===== src/rtl/prewish_blinky_if.sv =====
// Strobe/data/acknowledge link from the upstream mentor stage into the blinky player.
interface prewish_blinky_if;
   logic       STB_I;
   logic [7:0] DAT_I;
   logic       ACK_O;

   modport master (output STB_I, output DAT_I, input ACK_O);
   modport slave  (input STB_I, input DAT_I, output ACK_O);
endinterface


===== src/rtl/prewish_blinky.sv =====
// Plays an 8-bit blink mask on one LED, MSB first, one bit per prescaled tick, looping.
// Handshake: a mask is accepted on the rising edge of STB_I (STB_I=1 and last cycle's
// STB_I=0); DAT_I is sampled on that edge only and ACK_O is high for the following cycle.
module prewish_blinky #(
   parameter int TICK_DIV = 1500000,
   parameter int CNT_W    = 21
) (
   input  logic               CLK_I,
   input  logic               RST_I,
   prewish_blinky_if.slave    bus,
   output logic               o_led,
   output logic               o_busy,
   output logic               o_alive
);

   typedef enum logic {IDLE = 1'b0, RUN = 1'b1} state_t;

   localparam logic [CNT_W-1:0] PRESC_LAST = CNT_W'(TICK_DIV - 1);

   state_t           state_q;
   logic [7:0]       mask_q;
   logic [2:0]       bit_idx_q;
   logic [CNT_W-1:0] presc_q;
   logic             stb_q;
   logic             led_q;
   logic             ack_q;
   logic             alive_q;

   logic             accept_d;
   logic [2:0]       bit_idx_d;

   assign accept_d  = bus.STB_I & ~stb_q;
   assign bit_idx_d = bit_idx_q - 3'd1;

   always_ff @(posedge CLK_I or negedge RST_I) begin
      if (!RST_I) begin
         state_q   <= IDLE;
         mask_q    <= 8'h00;
         bit_idx_q <= 3'd7;
         presc_q   <= '0;
         stb_q     <= 1'b0;
         led_q     <= 1'b0;
         ack_q     <= 1'b0;
         alive_q   <= 1'b0;
      end else begin
         stb_q <= bus.STB_I;
         ack_q <= accept_d;
         // An accept always wins over a prescaler wrap on the same edge.
         if (accept_d) begin
            mask_q    <= bus.DAT_I;
            bit_idx_q <= 3'd7;
            presc_q   <= '0;
            led_q     <= bus.DAT_I[7];
            alive_q   <= ~alive_q;
            state_q   <= (bus.DAT_I != 8'h00) ? RUN : IDLE;
         end else begin
            case (state_q)
               IDLE: begin
                  presc_q <= '0;
                  led_q   <= 1'b0;
               end
               RUN: begin
                  if (presc_q == PRESC_LAST) begin
                     presc_q   <= '0;
                     bit_idx_q <= bit_idx_d;
                     led_q     <= mask_q[bit_idx_d];
                  end else begin
                     presc_q <= presc_q + 1'b1;
                  end
               end
               default: state_q <= IDLE;
            endcase
         end
      end
   end

   assign bus.ACK_O = ack_q;
   assign o_led     = led_q;
   assign o_busy    = (state_q == RUN);
   assign o_alive   = alive_q;

endmodule


===== src/flat_wrapper.sv =====
// flat-port wrapper written by rule: the top's interface ports become plain ports
module prewish_blinky_flat 
#(
   parameter int TICK_DIV = 1500000,
   parameter int CNT_W    = 21
)
  (CLK_I, RST_I, o_led, o_busy, o_alive, bus_STB_I, bus_DAT_I, bus_ACK_O);
  prewish_blinky_if bus_i ();
  input  logic CLK_I;
  input  logic RST_I;
  output logic o_led;
  output logic o_busy;
  output logic o_alive;
  input wire logic [$bits(bus_i.STB_I)-1:0] bus_STB_I;
  input wire logic [$bits(bus_i.DAT_I)-1:0] bus_DAT_I;
  output wire logic [$bits(bus_i.ACK_O)-1:0] bus_ACK_O;
  assign bus_i.STB_I = bus_STB_I;
  assign bus_i.DAT_I = bus_DAT_I;
  assign bus_ACK_O = bus_i.ACK_O;
  prewish_blinky #(.TICK_DIV(TICK_DIV), .CNT_W(CNT_W)) u_core (.CLK_I(CLK_I), .RST_I(RST_I), .bus(bus_i), .o_led(o_led), .o_busy(o_busy), .o_alive(o_alive));
endmodule

===== config.mk =====
export PLATFORM = sky130hd
export DESIGN_NAME = prewish_blinky_flat
export DESIGN_NICKNAME = d
export VERILOG_FILES = /design/src/rtl/prewish_blinky_if.sv /design/src/rtl/prewish_blinky.sv /design/src/flat_wrapper.sv
export SDC_FILE = /design/constraint.sdc
export NUM_CORES = 1
export LEC_CHECK = 0
export ABC_CLOCK_PERIOD_IN_PS = 6550
export BUFFER_PORTS_ARGS = -buffer_cell sky130_fd_sc_hd__buf_2
export CAP_MARGIN = 20
export CORE_UTILIZATION = 60
export DETAILED_ROUTE_END_ITERATION = 6
export GPL_TIMING_DRIVEN = 1
export PLACE_DENSITY = 0.78
export SYNTH_ARGS = -nofsm -noshare
export SYNTH_HDL_FRONTEND = slang
export SYNTH_SLANG_ARGS = --single-unit
export TNS_END_PERCENT = 1

===== constraint.sdc =====
create_clock -name CLK_I -period 6.55 [get_ports CLK_I]
set_clock_uncertainty 0.2 [all_clocks]
set_input_delay 0.655 -clock CLK_I [delete_from_list [all_inputs] [get_ports CLK_I]]
set_output_delay 0.655 -clock CLK_I [all_outputs]
set_load 0.005 [all_outputs]

# After elaboration in Yosys (flattened, before gate mapping)
# Cells that the tools add are included.
# totals
ff_bits	37
input_bits	11
output_inout_bits	4
elab_cells	33
# classes
addsub	2
magnitude_cmp	1
n_eq_ne	2
muxes	12
bitwise_logic	4
reduce_logical	4
# op_table
cell	count
two-way mux 21 bit	2
case mux 21 bit (2 select lines)	1
adder 21 x 1 -> 21 bit, second input constant	1
== test 21 bit, second input constant	1
two-way mux 3 bit	3
nonzero test 8 bit	1
less-than comparator 3 x 4 -> 1 bit, second input constant	1
two-way mux 1 bit	4
nonzero test 2 bit	2
binary-select mux 1 bit (select 3 bit)	1
!= test 3 bit, second input constant	1
inverter 1 bit	3
subtractor 3 x 1 -> 3 bit, second input constant	1
case mux 1 bit (2 select lines)	1
AND reduction 2 bit	1
bitwise AND 1 bit	1

# Longest topological paths before layout
# depth
ltp_word	6
mapped_depth	6
ltp_nobuf	6

# Least setup slack after synthesis
# OpenSTA, ideal clock, no wires.
# synth_path
path_kind	reg2reg
start	register u_core.presc_q[0]
end	register u_core.bit_idx_q[1]
setup_ns	0.082
t_arrival_ns	2.024
path_slack_ns	4.243
stages_incl_launch_ff	6
n_path_buf	0
period_less_slack_ns	2.307
path_cell_list	dfrtp_1 ha_1 nand4_4 or4_2 nor3_2 mux2_2
# synth_via
elab_chain_len	3
# synth_lines
item	line_no	source
from (decl)	prewish_blinky.sv:23	logic [CNT_W-1:0] presc_q;
from (signal assigned)	prewish_blinky.sv:68	presc_q <= presc_q + 1'b1;
== test 21 bit	prewish_blinky.sv:63	if (presc_q == PRESC_LAST) begin
nonzero test 2 bit (no source line)	-	
AND reduction 2 bit (no source line)	-	
to (signal assigned)	prewish_blinky.sv:65	bit_idx_q <= bit_idx_d;
to (decl)	prewish_blinky.sv:22	logic [2:0] bit_idx_q;
# Every way passes these cells.
# A chain may end at the register's enable or synchronous reset.

# Final worst setup path
# Ends and elaborated chain as after synthesis.

==> flow_summary_export.csv <==
group,metric,value,unit
clock_tree,ctsResizeCount,0,
worst_setup_path,crit_required,6.64,ns
clock_tree,cts_hold_buf,0,
worst_setup_path,crit_type,"flop to flop",
cells_and_area,seq_area,929.6,µm²
synth,synthCells,194,
clock_tree,cts_buffers,5,
cells_and_area,fin_area,0.002011,mm²
timing,tightest_slew,0.7949,ns
route,first_iter_violations,64,
cells_and_area,final_util,70.48,%
route,drt-vias-per-instance,6.071,
die,coreArea,0.002853,mm²
synth,synth_top_family_by_area,"simple AND/OR/NAND/NOR gates",
worst_hold_path,hp-class,"primary input to async pin",
synth,yosysWarnings,0,
power_and_ir_drop,peakVddDrop,189.5,µV
power_and_ir_drop,p_leak,0.8823,nW
route,drc,0,
timing,period_minus_slack,2.416,ns
clock_tree,cts_tree,"yes",
cells_and_area,drive_gt1_share,16.75,%
synth,synth_edf_count,0,
synth,ys_types,37,
worst_setup_path,cp-end-kind,"flop",
timing,rsz0062_at_grt,"false",
cells_and_area,fin_nets,221,
synth,synth-simple-area-share,28.24,%
global_routing,grt_max_degree,38,
timing,setup_viol,0,
die,die-area,0.003328,mm²
synth,syn_area,0.001861,mm²
clock_tree,clk_pin_slew_worst_paths,0.11,ns
synth,yosys-mux-area-fraction,4.640,%
power_and_ir_drop,internal-power,334.6,µW
worst_setup_path,path_max_fanout,8,
synth,synthXorXnorAreaFrac,6.120,%
global_routing,grt_pass1_vias,1439,
die,boundaryPins,15,
synth,syn_nets,207,
timing,slew_headroom,47.01,%
timing,finalCritPeriodShare,36.88,%
power_and_ir_drop,powerDensity,227.0,mW/mm²
cells_and_area,final.fill_count,239,
cells_and_area,syn_to_final_growth,8.070,%
synth,ys.flop_type,"dfrtp_1",
global_routing,grt_pass1_wl,6161,µm
route,vias,1457,
cells_and_area,num_antenna_cells,0,
route,avgRoutedWirePerCell,14.70,µm
timing,fin_setup_tns,0,ns
timing,slew_violations,0,
flow_run,drv_cap,0,
power_and_ir_drop,switching_share,26.68,%
placement,pre_cts_ws,4.134,ns
cells_and_area,multiInputGateArea,868.3,µm²
die,dieWidth,57.69,µm
synth,ys_seq_elements,37,
clock_tree,cts_htree_levels,2,
die,initial_core_util,65.22,%
run_status,status,"finished clean",
placement,gp_congestion,0.8423,
placement,port_buffers,14,
global_routing,antenna_found_initial,0,
timing,fmax,413.9,MHz
synth,synth_compound_area_share,6.321,%
power_and_ir_drop,p_clk_share,29.7,%
placement,dpl-instance-area,0.001941,mm²
clock_tree,clockBufferDepth,2,
placement,hpwl,2541,µm
route,drtPass1Iterations,5,
timing,setup_slack,4.134,ns
synth,yosysSeqAreaShare,49.97,%
die,die_h,57.69,µm
route,drtAntennaViolNets,0,
worst_setup_path,arrival,2.50,ns
clock_tree,cts_root_buf,"clkbuf_4",
global_routing,gr-total-overflow,0,
synth,syn_avg_cell_area,9.590,µm²
synth,synth_adder_area_share,1.345,%
global_routing,grt_use_total,24.88,%
power_and_ir_drop,p_comb_share,11.5,%
clock_tree,clock_latency,0.35,ns
clock_tree,post_cts_buffers,0,
synth,synthArstFlopShare,100.0,%
clock_tree,clock-sinks,37,
power_and_ir_drop,p_seq_share,58.8,%
power_and_ir_drop,power_switching,121.8,µW
route,wirelength,3528,µm
die,core.rowCount,19,
timing,hold_viol,0,
worst_setup_path,crit_path_start_kind,"flop",
[synth_stat cells, types with 5 or more instances]
| cell | number | area [µm²] |
|---|---|---|
| a21oi_1 | 8 | 40.04 |
| nor4_1 | 6 | 37.54 |
| nand2_1 | 35 | 131.4 |
| xnor2_1 | 10 | 87.58 |
| or4_1 | 6 | 45.04 |
| dfrtp_1 | 34 | 850.8 |
| nand3_1 | 7 | 35.03 |
| o21ai_0 | 5 | 25.02 |
| nand4_1 | 5 | 31.28 |
| nor2_1 | 20 | 75.07 |
| inv_1 | 9 | 33.78 |
[final cells by class]
cell class	instances	share of cell area, %
tap	31	1.929
inverter	9	1.680
clock buffer	7	3.236
multi-input combinational	141	43.19
timing repair buffer	14	3.485
sequential	37	46.24
clock inverter	1	0.2489
[critical path, cell delays in order (launching register included)]
cell,delay [ns]
dfrtp_1,0.40
ha_1,0.26
nand4_4,0.17
or4_2,0.72
nor3_2,0.25
mux2_2,0.36
[placed cells by master (no fill, tap or decap), types with 2 or more instances in the layout]
| cell type | count |
|---|---|
| nand2b_1 | 2 |
| nor2_1 | 20 |
| nand3_1 | 7 |
| clkbuf_4 | 5 |
| o31ai_1 | 4 |
| nand2_1 | 35 |
| nor3_1 | 3 |
| mux4_2 | 2 |
| inv_1 | 9 |
| mux2i_1 | 3 |
| or4_1 | 6 |
| or4_4 | 2 |
| and3_1 | 2 |
| nor4_1 | 6 |
| nand4_1 | 5 |
| o21ai_0 | 5 |
| dfrtp_1 | 34 |
| dfstp_2 | 3 |
| or3_1 | 4 |
| ha_1 | 2 |
| a21oi_1 | 8 |
| xnor2_1 | 10 |
| clkbuf_8 | 2 |
| xor2_1 | 3 |
| buf_2 | 14 |
[registers in the layout, summed over array words and instances, names as in the netlist]
signal and flops:
u_core.bit_idx_q 3, u_core.bus.ACK_O 1, u_core.presc_q 21, u_core.mask_q 8, u_core.stb_q 1, u_core.o_led 1
u_core.o_alive 1, u_core.o_busy 1
[worst paths after layout]
kind	startpoint	cells past startpoint	slack, ns	endpoint
max	u_core.presc_q[0]	5	4.13	u_core.bit_idx_q[1]
min	RST_I	1	0.18	u_core.mask_q[0]
max reg2reg	u_core.presc_q[0]	5	4.13	u_core.bit_idx_q[1]
min reg2reg	u_core.o_alive	1	0.28	u_core.o_alive
max in group asynchronous	RST_I	1	5.47	u_core.presc_q[8]
min in group CLK_I	bus_STB_I	1	0.22	u_core.stb_q
[per-stage QoR]
stage          hold slack (ns)  total power [mW]  cells
4_1_cts                 0.1974            0.4614    240
3_3_place_gp            0.2566            0.3230    232
2_1_floorplan           0.1594            0.3047    194
6_report                0.1793            0.4564    240
5_1_grt                 0.2166            0.4789    240
3_5_place_dp            0.2623            0.3259    232
[cells by family (layout without fill, tap and decap cells)]
family                     count (synthesis)  after routing
DFF                                       37             37
xor gates and xnor gates                  13             13
adders and majority gates                  2              2
and+or+nand+nor                          100            100
AOI/OAI and AO/OA                         20             20
buffers and inverters                     16             31
muxes                                      6              6
[layer usage]
metal  part of all wire (%)  wire [µm]  GRT usage [%]  up-vias
met5                      0          0              0        -
met4                    2.1         74          15.65        0
met3                    4.8        169          5.580        8
met2                     47       1647          36.54       49
met1                     46       1637          33.89      691
li1                       -          -              -      709
[power by group through the flow]
| stage | logic (mW) | clock network [mW] | registers, mW |
|---|---|---|---|
| 2_1_floorplan | 0.0347 | 0 | 0.270 |
| 4_1_cts | 0.0530 | 0.140 | 0.269 |
| 6_report | 0.0524 | 0.136 | 0.268 |
| 3_3_place_gp | 0.0513 | 0 | 0.272 |
| 5_1_grt | 0.0592 | 0.148 | 0.272 |
| 3_5_place_dp | 0.0528 | 0 | 0.273 |
Note: power is estimated with default switching activity, not from simulation.
